--- src/rtl/filter_bank_sched.sv ---
// Filter bank scheduler: walks each accepted window through the enabled filters,
// issuing one MAC job per filter and reporting each result plus frame completion.
module filter_bank_sched #(
  parameter int N_FILTERS = 4,
  parameter int PIX_FRAME = 3844,
  parameter int CNT_W     = 12,
  localparam int IDX_W    = (N_FILTERS > 1) ? $clog2(N_FILTERS) : 1
) (
  input  logic                 clk,
  input  logic                 rst_n,
  input  logic                 start,
  input  logic [N_FILTERS-1:0] filter_mask,
  input  logic                 win_valid,
  output logic                 win_ready,
  output logic [IDX_W-1:0]     filter_used,
  output logic                 mac_start,
  input  logic                 mac_done,
  output logic                 res_valid,
  output logic [IDX_W-1:0]     res_filter,
  output logic                 res_last,
  output logic                 busy,
  output logic                 frame_done
);

  localparam logic [2:0] IDLE     = 3'd0;
  localparam logic [2:0] WAIT_WIN = 3'd1;
  localparam logic [2:0] ISSUE    = 3'd2;
  localparam logic [2:0] WAIT_MAC = 3'd3;
  localparam logic [2:0] DONE     = 3'd4;

  logic [2:0]           state;
  logic [N_FILTERS-1:0] mask_q;
  logic [CNT_W-1:0]     pix_cnt;
  logic [IDX_W-1:0]     idx;
  logic [IDX_W-1:0]     first_idx;
  logic [IDX_W-1:0]     next_idx;
  logic                 next_found;
  logic                 last_win;

  // Scanning from the top down leaves the lowest qualifying bit as the final assignment.
  always_comb begin
    first_idx  = '0;
    next_idx   = '0;
    next_found = 1'b0;
    for (int f = N_FILTERS - 1; f >= 0; f--) begin
      if (mask_q[f]) begin
        first_idx = IDX_W'(f);
      end
      if (mask_q[f] && (f > int'(idx))) begin
        next_idx   = IDX_W'(f);
        next_found = 1'b1;
      end
    end
  end

  assign last_win    = (pix_cnt == CNT_W'(PIX_FRAME - 1));
  assign win_ready   = (state == WAIT_WIN);
  assign mac_start   = (state == ISSUE);
  assign busy        = (state != IDLE);
  assign frame_done  = (state == DONE);
  assign filter_used = idx;

  always_ff @(posedge clk) begin
    if (!rst_n) begin
      state      <= IDLE;
      mask_q     <= '0;
      pix_cnt    <= '0;
      idx        <= '0;
      res_valid  <= 1'b0;
      res_filter <= '0;
      res_last   <= 1'b0;
    end else begin
      res_valid <= 1'b0;
      res_last  <= 1'b0;
      case (state)
        IDLE: begin
          if (start) begin
            mask_q  <= filter_mask;
            pix_cnt <= '0;
            state   <= WAIT_WIN;
          end
        end
        WAIT_WIN: begin
          if (win_valid) begin
            if (mask_q != '0) begin
              idx   <= first_idx;
              state <= ISSUE;
            end else begin
              pix_cnt <= pix_cnt + 1'b1;
              state   <= last_win ? DONE : WAIT_WIN;
            end
          end
        end
        ISSUE: state <= WAIT_MAC;
        WAIT_MAC: begin
          // idx only moves on the way back into ISSUE, so the mux select stays put here.
          if (mac_done) begin
            res_valid  <= 1'b1;
            res_filter <= idx;
            res_last   <= !next_found;
            if (next_found) begin
              idx   <= next_idx;
              state <= ISSUE;
            end else begin
              pix_cnt <= pix_cnt + 1'b1;
              state   <= last_win ? DONE : WAIT_WIN;
            end
          end
        end
        DONE:    state <= IDLE;
        default: state <= IDLE;
      endcase
    end
  end

endmodule

--- config.mk ---
export PLATFORM = sky130hd
export DESIGN_NAME = filter_bank_sched
export DESIGN_NICKNAME = d
export VERILOG_FILES = /design/src/rtl/filter_bank_sched.sv
export SDC_FILE = /design/constraint.sdc
export NUM_CORES = 1
export LEC_CHECK = 0
export CORE_ASPECT_RATIO = 0.5
export CORE_MARGIN = 4
export CORE_UTILIZATION = 50
export CTS_CLUSTER_SIZE = 28
export DETAILED_ROUTE_END_ITERATION = 10
export PLACE_DENSITY_LB_ADDON = 0.3
export RECOVER_POWER = 25
export SYNTH_ARGS = -nofsm -noshare
export SYNTH_HDL_FRONTEND = slang
export SYNTH_SLANG_ARGS = --single-unit
export TNS_END_PERCENT = 100
--- constraint.sdc ---
create_clock -name clk -period 1.95 [get_ports clk]
set_input_delay 0.585 -clock clk [delete_from_list [all_inputs] [get_ports clk]]
set_output_delay 0.585 -clock clk [all_outputs]
set_load 0.02 [all_outputs]
==> run summary <==
Outcome -> complete, no violations
Depth of the CTS H-tree -> 1
Number of port buffers -> 18
Clock skew -> 0.00357 ns
Pwr per Cell Area -> 662 nW/µm²
Wire per inst -> 14.2 µm
Met1 wire length -> 1.63 mm
First-pass GRT wire length -> 5.91 mm
Slew headroom -> 70.2%
Fin crit period -> 1.89 ns
Final Hold Fails -> 0
Ports -> 19
Num CTS Buffers -> 3
Starting Density -> 52.7%
Initial antenna violation count -> 0
Crit path to -> busy
Most common cell after layout, fill and taps aside -> dfxtp_1
Finished Layout Cells -> 237
Slew Limit Fails -> 0
Cell row count -> 13
Crit path launch type -> flip-flop
Final setup viols -> 0
Worst R2R End -> pix_cnt[2]
DRT antenna net count -> 0
Most frequent cells in the layout -> dfxtp_1, buf_4, nand3_1, clkdlybuf4s50_1, nor2b_1
DIE AREA -> 3710 µm²
Largest net degree at the start of global routing -> 17
N_diodes -> 0
CTS tree -> done
Worst slack at placement -> -0.247 ns
Post-synth ARST share -> 0%
Distinct cells, synth -> 45
Leak pwr -> 0.660 nW
Met2 routed WL -> 1.50 mm
DR DRC count -> 0
Setup bufs post-CTS -> 0
Grt ovf -> 0
Hold WC Path Type -> flip-flop to flip-flop
Syn Area/Cell -> 8.51 µm²
Clock buffer depth -> 2
Hold Path Cell Cnt -> 2
Total number of vias -> 1374
CP Max Fanout -> 6
Hold buffer count at cts -> 0
Clk Latency, worst-skew pair -> 0.27 ns
Final hold slack -> 0.506 ns
Routability congestion estimate -> 0.878
Vias/cell -> 5.80
Die H -> 45.1 µm
Met3 WL post-DR -> 221 µm
Critical path class -> flip-flop to output port
Drt pass-1 iters -> 4
Mapped Nets -> 172
DPL Wire Length -> 2.53 mm
Number of global-route vias before repair -> 1273
Layout Nets -> 211
Layout cells sized above 1 -> 18.0%
Yosys reg bits -> 25
Area grow syn2layout -> 30.1%
Synth Cell Area -> 1380 µm²
Slack of the critical path -> 0.0555 ns
Chip Width -> 82.3 µm
CP startpoint -> state[2]
R2R Setup Slk -> 0.11 ns
Drt total wl -> 3.36 mm
Fmax -> 528 MHz
CORE AREA -> 2620 µm²
Placed Area -> 1750 µm²
Syn Inst Count -> 162
Initial DRC Count -> 131
Synth warn -> 0
Clock sink total -> 25
Max layer used -> met4
CTS clk-pin slew, worst paths -> 0.09 ns
WP data arrival -> 1.31 ns
Inst Count DP -> 233
Seq/Total Area, Yosys -> 36.3%
Number of enable flip-flop cells after synthesis -> 0
Final instance area -> 1790 µm²
Total GRT Usage -> 20.8%
CTS root buffer -> clkbuf_8
Worst VDD drop -> 0.521 mV
Tot Pwr -> 0.00119 W
R2r worst-path depth -> 5
Main synth FF type -> dfxtp_1
Crit path capture type -> output port
Worst Tran Pin Value -> 0.443 ns
Reg2reg start -> mask_q[0]
Worst EP required -> 1.36 ns
Fin crit share -> 97.2%
Max-cap violations -> 0
## synthesized netlist by cell type, drive strengths merged (4+ instances only)
cell / n / share of area (%)
a21boi: 4 / 2.2
a21oi: 5 / 2.1
a31oi: 5 / 2.3
clkbuf: 4 / 1.1
dfxtp: 25 / 36
inv: 4 / 1.1
mux2i: 9 / 6.5
nand2: 10 / 2.7
nand3: 13 / 4.7
nor2: 9 / 2.4
nor2b: 12 / 5.4
nor4: 4 / 1.8
o21ai: 11 / 4.3
or3: 4 / 1.8
## routing by layer
metal  global-route usage [%]  vias to the layer above
met5                        0                        -
met4                     2.98                        0
met3                     5.18                        2
met2                     34.1                       39
met1                     28.4                      647
li1                         -                      686
## registers in the layout, indices dropped and copies added, names as in the netlist
register / cells
pix_cnt: 12
filter_used: 2
mask_q: 4
res_valid: 1
res_last: 1
state: 3
res_filter: 2
## cells by family (layout without fill, tap and decap cells)
logic type | after synthesis | in the layout | share of synthesized area [%]
AND/OR/NAND/NOR | 74 | 74 | 30.9
AO/OA/AOI/OAI | 43 | 43 | 22.4
flip-flops | 25 | 25 | 36.3
buffers and inverters | 10 | 48 | 2.90
multiplexers | 9 | 9 | 6.53
adder cells (fa/ha/maj) | 1 | 1 | 0.907
## report_power, final
group | leakage, nW | switching, W | internal, W
combinational | 0.434 | 0.000174 | 0.000155
clock | 0.0228 | 0.000166 | 0.000146
sequential | 0.203 | 0.0000207 | 0.000527
## how the worst min path moves through the flow
stage / start / to / slack, ns
finish: pix_cnt[11] / pix_cnt[11] / 0.51
floorplan: pix_cnt[7] / pix_cnt[7] / 0.48
global route: res_filter[1] / res_filter[1] / 0.55
detailed placement: res_filter[1] / res_filter[1] / 0.50
global placement: res_filter[1] / res_filter[1] / 0.49
CTS: pix_cnt[11] / pix_cnt[11] / 0.52
## what timing repair did
item	CTS	global route
setup endpoints to repair	4	15
endpoints found under the hold margin	0	0
gates resized for setup	5	8
## worst max-delay path: stages, from the launching register on
cell and delay, ns:
dfxtp_1 0.37, or3_1 0.38, clkdlybuf4s15_1 0.29
## area by class of cell
type | instances | area [µm²]
sequential | 25 | 500
tap | 37 | 46.3
inverter | 4 | 15.0
timing repair buffer | 40 | 333
fill | 216 | 825
multi-input combinational | 127 | 855
clock buffer | 4 | 45.0
## per-stage QoR
stage               setup TNS (ns)  util [%]
floorplan                        0         -
detailed placement           -2.76      66.7
global route              -0.00990      68.5
finish                           0      68.5
global placement             -2.35      66.7
CTS                              0      68.2
(Power assumes the default switching activity.)
